<file path="config.mk">
export PLATFORM = sky130hd
export DESIGN_NAME = alu_mul_sequencer
export DESIGN_NICKNAME = d
export VERILOG_FILES = /design/src/rtl/alu_mul_sequencer.sv
export SDC_FILE = /design/constraint.sdc
export NUM_CORES = 1
export LEC_CHECK = 0
export ABC_AREA = 1
export CORE_AREA = 2 2 202 204
export DETAILED_ROUTE_END_ITERATION = 6
export DIE_AREA = 0 0 204 206
export DONT_BUFFER_PORTS = 1
export PLACE_DENSITY = 0.53
export SYNTH_ARGS = -nofsm -noshare
export SYNTH_HDL_FRONTEND = slang
export SYNTH_SLANG_ARGS = --single-unit
</file>
<file path="constraint.sdc">
create_clock -name clk -period 4.45 [get_ports clk]
set_input_delay 0.89 -clock clk [delete_from_list [all_inputs] [get_ports clk]]
set_output_delay 0.89 -clock clk [all_outputs]
set_load 0.02 [all_outputs]
</file>
<file path="src/rtl/alu_mul_sequencer.sv">
// alu_mul_sequencer
//   Shift-and-add multiplier controller that borrows the shared ALU to
//   compute the low WIDTH bits of op_a * op_b. While idle (and in the
//   single DONE cycle) the datapath's ALU operands pass straight through.
//   While a multiply runs, the sequencer drives the ALU with ADD operations
//   and raises busy so the pipeline stalls.
//
// Ports
//   clk, reset_n          clock (rising edge), async active-low reset
//   start, op_a, op_b     multiply request; sampled only in IDLE
//   busy                  high while the sequencer owns the ALU (RUN)
//   done                  one-cycle pulse; product is valid
//   product               registered result, held until the next result
//   dp_A, dp_B, dp_cntrl  datapath ALU request (pass-through source)
//   alu_A, alu_B, alu_cntrl  to the shared ALU
//   alu_result            combinational result from the shared ALU
module alu_mul_sequencer #(
    parameter int         WIDTH     = 64,
    parameter logic [2:0] ADD_CNTRL = 3'b010
) (
    input  logic             clk,
    input  logic             reset_n,
    input  logic             start,
    input  logic [WIDTH-1:0] op_a,
    input  logic [WIDTH-1:0] op_b,
    output logic             busy,
    output logic             done,
    output logic [WIDTH-1:0] product,
    input  logic [WIDTH-1:0] dp_A,
    input  logic [WIDTH-1:0] dp_B,
    input  logic [2:0]       dp_cntrl,
    output logic [WIDTH-1:0] alu_A,
    output logic [WIDTH-1:0] alu_B,
    output logic [2:0]       alu_cntrl,
    input  logic [WIDTH-1:0] alu_result
);

    typedef enum logic [1:0] {IDLE, RUN, DONE} state_t;

    state_t           state, state_next;
    logic [WIDTH-1:0] acc, mcand, mplier;

    // State register
    always_ff @(posedge clk or negedge reset_n) begin
        if (!reset_n) state <= IDLE;
        else          state <= state_next;
    end

    // Next-state logic and outputs
    always_comb begin
        state_next = state;
        busy       = 1'b0;
        done       = 1'b0;
        alu_A      = dp_A;
        alu_B      = dp_B;
        alu_cntrl  = dp_cntrl;
        case (state)
            IDLE: if (start) state_next = RUN;
            RUN: begin
                busy      = 1'b1;
                alu_A     = acc;
                alu_B     = mcand;
                alu_cntrl = ADD_CNTRL;
                // Loop ends as soon as no multiplier bits remain, so the
                // step count follows the highest set bit of op_b.
                if (mplier == '0) state_next = DONE;
            end
            DONE: begin
                done       = 1'b1;
                state_next = IDLE;
            end
            default: state_next = IDLE;
        endcase
    end

    // Multiply datapath
    always_ff @(posedge clk or negedge reset_n) begin
        if (!reset_n) begin
            acc     <= '0;
            mcand   <= '0;
            mplier  <= '0;
            product <= '0;
        end else begin
            case (state)
                IDLE: if (start) begin
                    mcand  <= op_a;
                    mplier <= op_b;
                    acc    <= '0;
                end
                RUN: begin
                    if (mplier == '0) begin
                        product <= acc;
                    end else begin
                        // alu_result is acc + mcand; carry/overflow dropped,
                        // so the result is the product mod 2^WIDTH.
                        if (mplier[0]) acc <= alu_result;
                        mcand  <= {mcand[WIDTH-2:0], 1'b0};
                        mplier <= {1'b0, mplier[WIDTH-1:1]};
                    end
                end
                default: ;
            endcase
        end
    end

endmodule

</file>
==> results.yml <==
run_status:
  status: "finished clean"
clock_network:
  cts_buffers: 31
  cts_tree: "done"
  cts-root-buf: "clkbuf_16"
  htree_levels: 1
  cts.sinks: 258
  clockBufferDepth: 3
  cts_setup_buffers: 0
  clkLatencyLatePin_ns: 0.57
  path_clk_slew_ns: 0.06
yosys:
  yosysUniqueCellTypes: 17
  yosysTopAreaCell: "dfrtp_1"
  syn_area_per_cell_um2: 7.028
  synth_top_cell_area_share_pct: 49.10
  synth_area_leaders: "dfrtp_1, nand2_1, nand3_1"
  yosysSeqAreaShare_pct: 49.10
  syn-instance-count: 1871
  synth_fp_nets: 2197
  synth_seq_cells: 258
  synth_warnings: 0
  syn_area_um2: 13150
drt:
  first_iter_violations: 880
  met1_length_um: 18180
  wl_per_cell_um: 17.70
  wl_met3_um: 3221
  drcViolationCount: 0
  via_per_inst: 5.035
  first_pass_iters: 5
  vias: 11800
  top_layer_used: "met5"
  final_antenna_net_count: 0
  wl_met2_um: 19220
  wl_um: 41470
timing:
  setup_viol: 0
  hold_viol: 0
  tightest_slew_ns: 1.088
  min_period_ns: 3.567
  fin_skew_ns: 0.01301
  setup_tns_ns: 0
  drv_slew: 0
  fmax_ghz: 0.2803
  slew_headroom_pct: 27.50
  fin_crit_sh_pct: 80.16
  hold-worst-slack_ns: 0.05565
  rsz0062_at_grt: "no"
floorplanning:
  fp.dieW_um: 204
  start_util_pct: 32.72
  die_area_um2: 42020
  die_h_um: 206
  core_area_um2: 40180
  fp-row-count: 74
  io_pins: 523
power_and_ir_drop:
  leakage_nw: 7.941
  peakVddDrop_v: 0.0002697
  finalPower_mw: 5.069
  p_per_area_nw_per_um2: 351.1
layout:
  mostFrequentLayoutCells: "nand2_1, dfrtp_1, nand3_1"
  layout_commonest_cell: "nand2_1"
  final_nets: 2115
  num_antenna_cells: 0
  drive_gt1_share_pct: 4.141
  fillCellCount: 4307
  layout-area-overhead-vs-synth_pct: 9.810
grt:
  grt_max_degree: 205
  antenna_found_initial: 1
  grt_use_total_pct: 18.66
  grt_pass1_wl_um: 62300
  overflow: 0
  grt_pass1_vias: 10920
setup_path:
  startpoint_type: "flop"
  required_ns: 3.56
  crit_arrival_ns: 2.68
  reg2reg_depth: 8
  end_kind: "primary output"
  path_class: "reg -> out"
  r2r-start: "state[0]$_DFFE_PN0P_"
  rrSetupSlack_ns: 1.36
  r2r_end: "mcand[38]$_DFFE_PN0P_"
  cp_max_fo: 192
placement:
  numPortBuffers: 0
  globalplace.congestion: 0.8110
  hpwl_um: 27160
worst_hold_path:
  hold_class: "in -> async"
job:
  cap_violations: 0
-- layer usage --
layer  up-vias  GRT usage (%)
li1       5709              -
met1      5616          25.73
met2       418          29.75
met3        53          4.525
met4         2          3.986
met5         -              0
-- worst max-delay path, stage by stage, from the launching register on --
cell and delay (ns):
dfrtp_1 0.36, inv_2 0.08, nor2_4 0.18, inv_8 0.21, o21ai_0 1.01
-- stage by stage --
stage | instances | util, % | area (um^2) | setup slack (ns)
final | 2343 | 35.93 | 14440 | 0.8828
after global routing | 2343 | 35.93 | 14440 | 0.8064
after CTS | 2343 | 35.93 | 14440 | 0.9465
after detailed placement | 2287 | 33.33 | 13390 | 1.220
after global placement | 2287 | 33.33 | 13390 | 1.257
after floorplan | 1871 | - | 13150 | 1.939
-- cell families (layout without fill, tap and decap cells) --
group | after synthesis | in the layout | synth area share [%]
and+or+nand+nor | 1216 | 1216 | 36.69
DFF | 258 | 258 | 49.10
buffers and inverters | 203 | 143 | 6.823
AOI/OAI and AO/OA | 194 | 194 | 7.384
-- registers in the layout (all words and copies together) (netlist names) --
signal / count
state: 2
acc: 64
product: 64
mcand: 64
mplier: 64
-- synth_stat cells, drive strengths merged --
cell type / number
nand2: 973
o21ai: 194
dfrtp: 258
buf: 80
nand3: 194
clkbuf: 52
inv: 71
nand4: 2
nor2: 46
or2: 1
-- worst max path at each step --
stage | startpoint | endpoint | slack, ns
6_report | state[0]$_DFFE_PN0P_ | alu_A[34] | 0.88
5_1_grt | state[0]$_DFFE_PN0P_ | alu_B[44] | 0.81
4_1_cts | state[0]$_DFFE_PN0P_ | alu_B[3] | 0.95
3_5_place_dp | start | mcand[31]$_DFFE_PN0P_ | 1.22
3_3_place_gp | start | mcand[51]$_DFFE_PN0P_ | 1.26
2_1_floorplan | state[1]$_DFFE_PN0P_ | alu_A[33] | 1.94
-- where the power goes --
part / internal (mW) / switching (mW) / leakage, nW / total (mW)
combinational: 0.0311 / 0.0966 / 4.14 / 0.128
sequential: 2.38 / 0.0150 / 3.31 / 2.39
clock: 1.52 / 1.03 / 0.497 / 2.55
total: 3.93 / 1.14 / 7.94 / 5.07
-- repair_timing --
item / in CTS / in global routing
hold buffers: 1 / 0
hold endpoints to repair: 55 / 0
setup endpoints to repair: 0 / 0
gates resized for setup: 0 / 0
-- area by class of cell --
cell class,count,area [um^2],area share [%]
clock inverter,9,107.6,0.7452
sequential,258,6456,44.71
tap,532,665.6,4.610
multi-input combinational,1410,5838,40.43
inverter,71,274.0,1.898
clock buffer,46,912.1,6.317
timing repair buffer,17,185.2,1.283
No activity file was read; power rests on OpenSTA's default activity.
